==> src/rtl/sap_host_cmd_sequencer.sv <==
`default_nettype none
// ============================================================================
// Module      : sap_host_cmd_sequencer
// Description : Host command front end for the SAP core. Queues commands,
//               issues them one at a time, and returns results or timeouts.
// Revision    : 1.0 - initial release
// ============================================================================
module sap_host_cmd_sequencer #(
    parameter int INSTR_W        = 8,
    parameter int DATA_W         = 256,
    parameter int OUT_W          = 256,
    parameter int CMD_DEPTH      = 4,
    parameter int TIMEOUT_CYCLES = 65535
) (
    input  logic                           clk,
    input  logic                           rst,
    input  logic                           cmd_valid,
    output logic                           cmd_ready,
    input  logic [INSTR_W-1:0]             cmd_instr,
    input  logic [DATA_W-1:0]              cmd_data,
    output logic [$clog2(CMD_DEPTH):0]     cmd_count,
    output logic [INSTR_W-1:0]             host_instruction,
    output logic [DATA_W-1:0]              host_data,
    output logic                           sap_start,
    input  logic                           sap_operation_done,
    input  logic [OUT_W-1:0]               sap_output,
    output logic                           rsp_valid,
    input  logic                           rsp_ready,
    output logic [INSTR_W-1:0]             rsp_instr,
    output logic [OUT_W-1:0]               rsp_data,
    output logic                           rsp_timeout,
    output logic                           busy
);

    localparam int c_ptr_w = $clog2(CMD_DEPTH);
    localparam int c_cnt_w = c_ptr_w + 1;
    localparam int c_tmo_w = $clog2(TIMEOUT_CYCLES);

    localparam logic [c_cnt_w-1:0] c_full_count = c_cnt_w'(CMD_DEPTH);
    localparam logic [c_tmo_w-1:0] c_tmo_limit  = c_tmo_w'(TIMEOUT_CYCLES - 1);

    localparam logic [1:0] c_st_idle  = 2'd0;
    localparam logic [1:0] c_st_issue = 2'd1;
    localparam logic [1:0] c_st_wait  = 2'd2;
    localparam logic [1:0] c_st_resp  = 2'd3;

    // ------------------------------------------------------------------------
    // Command FIFO
    // ------------------------------------------------------------------------
    logic [INSTR_W-1:0] r_fifo_instr [CMD_DEPTH];
    logic [DATA_W-1:0]  r_fifo_data  [CMD_DEPTH];
    logic [c_ptr_w-1:0] r_wr_ptr;
    logic [c_ptr_w-1:0] r_rd_ptr;
    logic [c_cnt_w-1:0] r_count;

    logic [1:0]         r_state;
    logic               w_full;
    logic               w_empty;
    logic               w_push;
    logic               w_pop;

    assign w_full  = (r_count == c_full_count);
    assign w_empty = (r_count == '0);
    // Acceptance depends only on full, so a pop in the same cycle never frees a slot early.
    assign w_push  = cmd_valid && !w_full;
    assign w_pop   = (r_state == c_st_idle) && !w_empty;

    always_ff @(posedge clk) begin
        if (w_push) begin
            r_fifo_instr[r_wr_ptr] <= cmd_instr;
            r_fifo_data[r_wr_ptr]  <= cmd_data;
        end
    end

    always_ff @(posedge clk) begin
        if (rst) begin
            r_wr_ptr <= '0;
            r_rd_ptr <= '0;
            r_count  <= '0;
        end else begin
            // Depth is a power of two, so pointer overflow is the wrap.
            if (w_push) begin
                r_wr_ptr <= r_wr_ptr + c_ptr_w'(1);
            end
            if (w_pop) begin
                r_rd_ptr <= r_rd_ptr + c_ptr_w'(1);
            end
            case ({w_push, w_pop})
                2'b10:   r_count <= r_count + c_cnt_w'(1);
                2'b01:   r_count <= r_count - c_cnt_w'(1);
                default: r_count <= r_count;
            endcase
        end
    end

    // ------------------------------------------------------------------------
    // Issue / wait / respond sequencer
    // ------------------------------------------------------------------------
    logic [INSTR_W-1:0] r_host_instr;
    logic [DATA_W-1:0]  r_host_data;
    logic               r_sap_start;
    logic [c_tmo_w-1:0] r_timer;
    logic               r_rsp_valid;
    logic [INSTR_W-1:0] r_rsp_instr;
    logic [OUT_W-1:0]   r_rsp_data;
    logic               r_rsp_timeout;

    always_ff @(posedge clk) begin
        if (rst) begin
            r_state       <= c_st_idle;
            r_host_instr  <= '0;
            r_host_data   <= '0;
            r_sap_start   <= 1'b0;
            r_timer       <= '0;
            r_rsp_valid   <= 1'b0;
            r_rsp_instr   <= '0;
            r_rsp_data    <= '0;
            r_rsp_timeout <= 1'b0;
        end else begin
            case (r_state)
                c_st_idle: begin
                    if (!w_empty) begin
                        r_host_instr <= r_fifo_instr[r_rd_ptr];
                        r_host_data  <= r_fifo_data[r_rd_ptr];
                        r_rsp_instr  <= r_fifo_instr[r_rd_ptr];
                        r_sap_start  <= 1'b1;
                        r_state      <= c_st_issue;
                    end
                end
                c_st_issue: begin
                    r_sap_start <= 1'b0;
                    r_timer     <= '0;
                    r_state     <= c_st_wait;
                end
                c_st_wait: begin
                    // A done that lands on the final timeout cycle still counts as success.
                    if (sap_operation_done) begin
                        r_rsp_data    <= sap_output;
                        r_rsp_timeout <= 1'b0;
                        r_rsp_valid   <= 1'b1;
                        r_state       <= c_st_resp;
                    end else if (r_timer == c_tmo_limit) begin
                        r_rsp_data    <= '0;
                        r_rsp_timeout <= 1'b1;
                        r_rsp_valid   <= 1'b1;
                        r_state       <= c_st_resp;
                    end else begin
                        r_timer <= r_timer + c_tmo_w'(1);
                    end
                end
                c_st_resp: begin
                    if (rsp_ready) begin
                        r_rsp_valid <= 1'b0;
                        r_state     <= c_st_idle;
                    end
                end
                default: begin
                    r_state <= c_st_idle;
                end
            endcase
        end
    end

    assign cmd_ready        = !w_full;
    assign cmd_count        = r_count;
    assign host_instruction = r_host_instr;
    assign host_data        = r_host_data;
    assign sap_start        = r_sap_start;
    assign rsp_valid        = r_rsp_valid;
    assign rsp_instr        = r_rsp_instr;
    assign rsp_data         = r_rsp_data;
    assign rsp_timeout      = r_rsp_timeout;
    assign busy             = (r_state != c_st_idle);

endmodule
`default_nettype wire

==> config.mk <==
export PLATFORM = sky130hd
export DESIGN_NAME = sap_host_cmd_sequencer
export DESIGN_NICKNAME = d
export VERILOG_FILES = /design/src/rtl/sap_host_cmd_sequencer.sv
export SDC_FILE = /design/constraint.sdc
export NUM_CORES = 2
export LEC_CHECK = 0
export BUFFER_PORTS_ARGS = -buffer_cell sky130_fd_sc_hd__buf_2
export CAP_MARGIN = 10
export CORE_AREA = 2 2 407 409
export CTS_BUF_LIST = sky130_fd_sc_hd__clkbuf_4 sky130_fd_sc_hd__clkbuf_8
export DETAILED_ROUTE_END_ITERATION = 12
export DIE_AREA = 0 0 409 411
export SKIP_LAST_GASP = 1
export SLEW_MARGIN = 5
export SYNTH_ARGS = -nofsm -noshare
export SYNTH_HDL_FRONTEND = slang
export SYNTH_SLANG_ARGS = --single-unit
==> constraint.sdc <==
create_clock -name clk -period 12.15 [get_ports clk]
set_clock_uncertainty 0.15 [all_clocks]
set_input_delay 1.8225 -clock clk [delete_from_list [all_inputs] [get_ports clk]]
set_output_delay 1.8225 -clock clk [all_outputs]
set_load 0.005 [all_outputs]
-- Word-level counts from Yosys, hierarchy flattened
Memory sizes are Yosys's and may differ from the RTL's. A register that Yosys moved wholly into a read port is not among the register bits.
Index checks and enable logic that the tools add are counted.
- flip-flop bits (word level): 284
- latch bits: 0
- bits in writable memories: 1056
- memory bits (read-only): 0
- input bits: 525
- logic and storage cells: 67
- memories: 2
- $add $sub $neg: 5
- $mul: 0
- div/mod/pow operators: 0
- magnitude comparators: 0
- equality and inequality tests: 12
- shift-type cells: 0
- muxes and demuxes: 20
- bitwise gates (word level): 1
- reduce and logical (&&, ||, !) cells: 18
- memory list (memory ; depth ; width ; read ports ; clocked after Yosys merged registers in ; write ports ; line ; RTL):
    r_fifo_data ; 4 ; 256 ; 1 ; 1 ; 1 ; 51 ; logic [DATA_W-1:0] r_fifo_data [CMD_DEPTH];
    r_fifo_instr ; 4 ; 8 ; 1 ; 1 ; 1 ; 50 ; logic [INSTR_W-1:0] r_fifo_instr [CMD_DEPTH];
- operators with widths (cell ; count):
    $mux 256 ; 2
    $mux 16 ; 2
    $pmux 16 s2 ; 1
    $add 16x1->16 const B ; 1
    $eq 16x16->1 const B ; 1
    $reduce_bool 2->1 ; 6
    $reduce_and 3->1 ; 3
    $mux 2 ; 4
    $ne 2x2->1 const B ; 4
    $pmux 2 s4 ; 1
    $mux 1 ; 7
    $eq 2x2->1 const B ; 3
    $pmux 3 s2 ; 1
    $reduce_and 2->1 ; 3
    $add 2x1->2 const B ; 2
    $eq 2x1->1 const B ; 2
    $pmux 1 s2 ; 2
    $add 3x1->3 const B ; 1
    $eq 3x3->1 const B ; 1
    $logic_not 3->1 ; 1
    $ne 3x3->1 const B ; 1
    $sub 3x1->3 const B ; 1
    $logic_and 1x1->1 ; 2
    $logic_not 1->1 ; 2
    other kinds (2) ; 2

-- Logic depth before layout (Yosys ltp)
- word-level depth: 5
- depth in mapped cells: 12
- gate-level depth less buffers: 10

-- Worst setup path after synthesis
OpenSTA, ideal clock, no wires.
- path type: input -> register
- from: input cmd_valid
- to: memory r_fifo_data[0][0] (enable)
- setup time: 661 ps
- data arrival time: 7857 ps
- data required time: 11339 ps
- setup slack: 3482 ps
- cell stages on the path: 1
- path buffers: 0
- path through: and3_1
- word-level cells in the longest chain between the ends: 3
- ends and longest elaborated chain (what ; line ; RTL):
    from (decl) ; 17 ; input logic cmd_valid,
    $logic_and 1x1->1 ; 65 ; assign w_push = cmd_valid && !w_full;
    $mux 1 ; 69 ; if (w_push) begin
    $mux 1 (not written as such) ; 71 ; r_fifo_data[r_wr_ptr] <= cmd_data;
    to (decl) ; 51 ;
No other way between the ends.

==> impl_metrics.yaml <==
logic_synthesis:
  ys_types: 57
  yosysTopAreaCellShare: 0.552
  ys_warn_count: 0
  ys.flop_type: "edfxtp_1"
  synth-edff-count: 1056
  synthArstFlopShare: 0
  yosys-top-cells-area: "edfxtp_1, dfxtp_1, mux4_2"
  ys_ff_latch: 1604
  syn_area_per_cell_um2: 14.9
  synth_seq_area_share: 0.743
  synth_top_area_cell: "edfxtp_1"
  synth_commonest_cells: "nand2_1, edfxtp_1, dfxtp_1"
  synthCells: 3861
  syn_area_um2: 57400
  synth_nets: 4399
  post-synth-top-count-cell: "nand2_1"
power_and_ir_drop:
  p_per_area_nw_per_um2: 220
  irDropWorstVdd_v: 0.000192
  finalPower_mw: 15.5
  p_leak_nw: 25.8
floorplan:
  fp.coreArea_um2: 164000
  rows: 149
  die_x_um: 409
  die_h_um: 411
  die_area_um2: 168000
  initial_utilization: 0.350
  num_io_pins: 1061
final_layout:
  fillerInstances: 15000
  final_nets: 5529
  syn_to_final_growth_pct: 23.1
  layout-drive-gt1-share: 0.357
  finish.cell_count_without_fillers: 7434
global_routing:
  overflow: 0
  grt_max_degree: 150
  grt_pass1_vias: 35900
  antenna_found_initial: 108
  grtUsageTotal: 0.200
  grt_first_pass_wirelength_um: 247000
placed_design:
  placed_cells: 6895
  dpl_worst_slack_ps: 6890
  gp_congestion: 0.946
  io_buffers: 1060
  dpl.hpwl_um: 115000
cts:
  cts_made_buffers: 283
  cts_tree: "yes"
  cts_root_buf: "clkbuf_8"
  cts_setup_buffers: 0
  clk_path_buf_depth: 4
  worstSkewPairLatency_ps: 1000
  clk_pin_slew_ps: 60
  htreeDepth: 5
  cts_hold_buf: 0
  clock-sinks: 1604
  cts-resized-gates: 0
setup_path:
  cp.required_ps: 12870
  reg2regPathDepth: 8
  worstPathMaxFanout: 135
  r2r-start: "r_timer[0]"
  worstSetupPathType: "in -> reg"
  reg2reg_to: "rsp_data[149]"
  reg2reg_slack_ps: 7990
  crit_arrival_ps: 5060
  worstSetupStartpointType: "input port"
  cp-end-kind: "register"
route:
  wl_per_cell_um: 23.5
  finalWirelength_um: 174000
  vias: 36500
  via_per_inst: 4.91
  drt-initial-drc-count: 2522
  dr.pass1.iters: 6
  antenna_left: 0
  drc_errors: 0
timing:
  finalSetupViolations: 0
  worst_pin_slew_ps: 1210
  final_hold_viol_count: 0
  timing.final.crit_share: 0.357
  timing.fmax_mhz: 230
  tns_ps: 0
  slew_headroom: 0.193
  layout_setup_ws_ps: 7810
  slew_viol_final: 0
  min_period_ps: 4340
  rsz0062_at_grt: "false"
run_status:
  status: "finished clean"
worst_hold_path:
  min-delay-start: "rsp_data[221]"
  worstHoldPathType: "reg -> reg"
  min_path_cells: 2
  whs_endpoint: "rsp_data[221]"
run:
  maxCapViolations: 0
worst max-delay path, stage by stage:
cell	delay (ps)
buf_8	270
inv_8	530
and3_4	600
buf_4	750
buf_12	440
nand2_1	130
o21ai_0	100
state kept, by name, summed over array words and instances (netlist names), 3 cells and up:
register / cells
r_fifo_data: 1024
host_data: 256
rsp_data: 256
r_fifo_instr: 32
r_timer: 16
rsp_instr: 8
cmd_count: 3
cells in the final DEF, fill, tap and decap left out, drive strengths merged, types with 5 or more instances in the layout:
master | Yosys | final
nand3 | 14 | 14
o211ai | 8 | 8
mux4 | 264 | 264
a21oi | 271 | 271
ha | 12 | 12
dfxtp | 548 | 548
inv | 16 | 16
buf | 89 | 1098
bufinv | 0 | 5
and3 | 5 | 5
diode | 0 | 48
o21ai | 262 | 262
nand4 | 9 | 9
nor2b | 5 | 5
clkbuf | 164 | 450
clkinv | 0 | 33
or4 | 8 | 8
nor2 | 13 | 13
edfxtp | 1056 | 1056
nand2 | 1057 | 1057
nand2b | 5 | 5
or3 | 6 | 6
per-stage QoR:
stage / util / cell area [µm²] / hold WS (ps)
2_1_floorplan: - / 57400 / 295
3_3_place_gp: 0.396 / 64800 / 286
3_5_place_dp: 0.396 / 64800 / 291
4_1_cts: 0.431 / 70600 / 298
5_1_grt: 0.431 / 70600 / 315
6_report: 0.431 / 70700 / 293
worst max path at each step:
stage / startpoint / to / cells after the start
6_report: rst / rsp_data[232] / 7
5_1_grt: r_rd_ptr[0] / host_data[57] / 6
4_1_cts: r_rd_ptr[0] / host_data[57] / 6
3_5_place_dp: rst / rsp_data[232] / 7
3_3_place_gp: rst / rsp_data[237] / 7
2_1_floorplan: cmd_valid / r_fifo_data[0][0] / 1
power by group:
group          internal [mW]  switching [mW]
clock network           2.92            2.13
logic                   1.27            2.06
registers               6.75           0.392
layer usage:
metal / routed length, µm / global-route usage / vias to the layer above
li1: - / - / 16500
met5: 340 / 0 / -
met1: 63600 / 0.221 / 18100
met3: 13700 / 0.0663 / 433
met4: 9200 / 0.110 / 52
met2: 87500 / 0.341 / 1407
layout make-up:
type | instances | area [µm²] | share of cell area
diodes | 48 | 120 | 0.00170
clock inverters | 41 | 320 | 0.00453
flip-flops and latches | 1604 | 42700 | 0.604
well taps | 2189 | 2740 | 0.0387
inverters | 16 | 75.1 | 0.00106
clock buffers | 450 | 5430 | 0.0768
multi-input cells | 1988 | 13600 | 0.193
repair buffers | 1098 | 5700 | 0.0806
logic make-up (layout without fill, tap and decap cells):
group | after synthesis | in the layout | share of synthesized area
XOR/XNOR | 5 | 5 | 0.000763
AO/OA/AOI/OAI | 567 | 567 | 0.0513
multiplexers | 266 | 266 | 0.104
AND/OR/NAND/NOR | 1137 | 1137 | 0.0776
other | 0 | 48 | 0
flip-flops | 1604 | 1604 | 0.743
buffers and inverters | 269 | 1605 | 0.0202
adder cells (fa/ha/maj) | 13 | 13 | 0.00296
No activity file was read; power rests on OpenSTA's default activity.
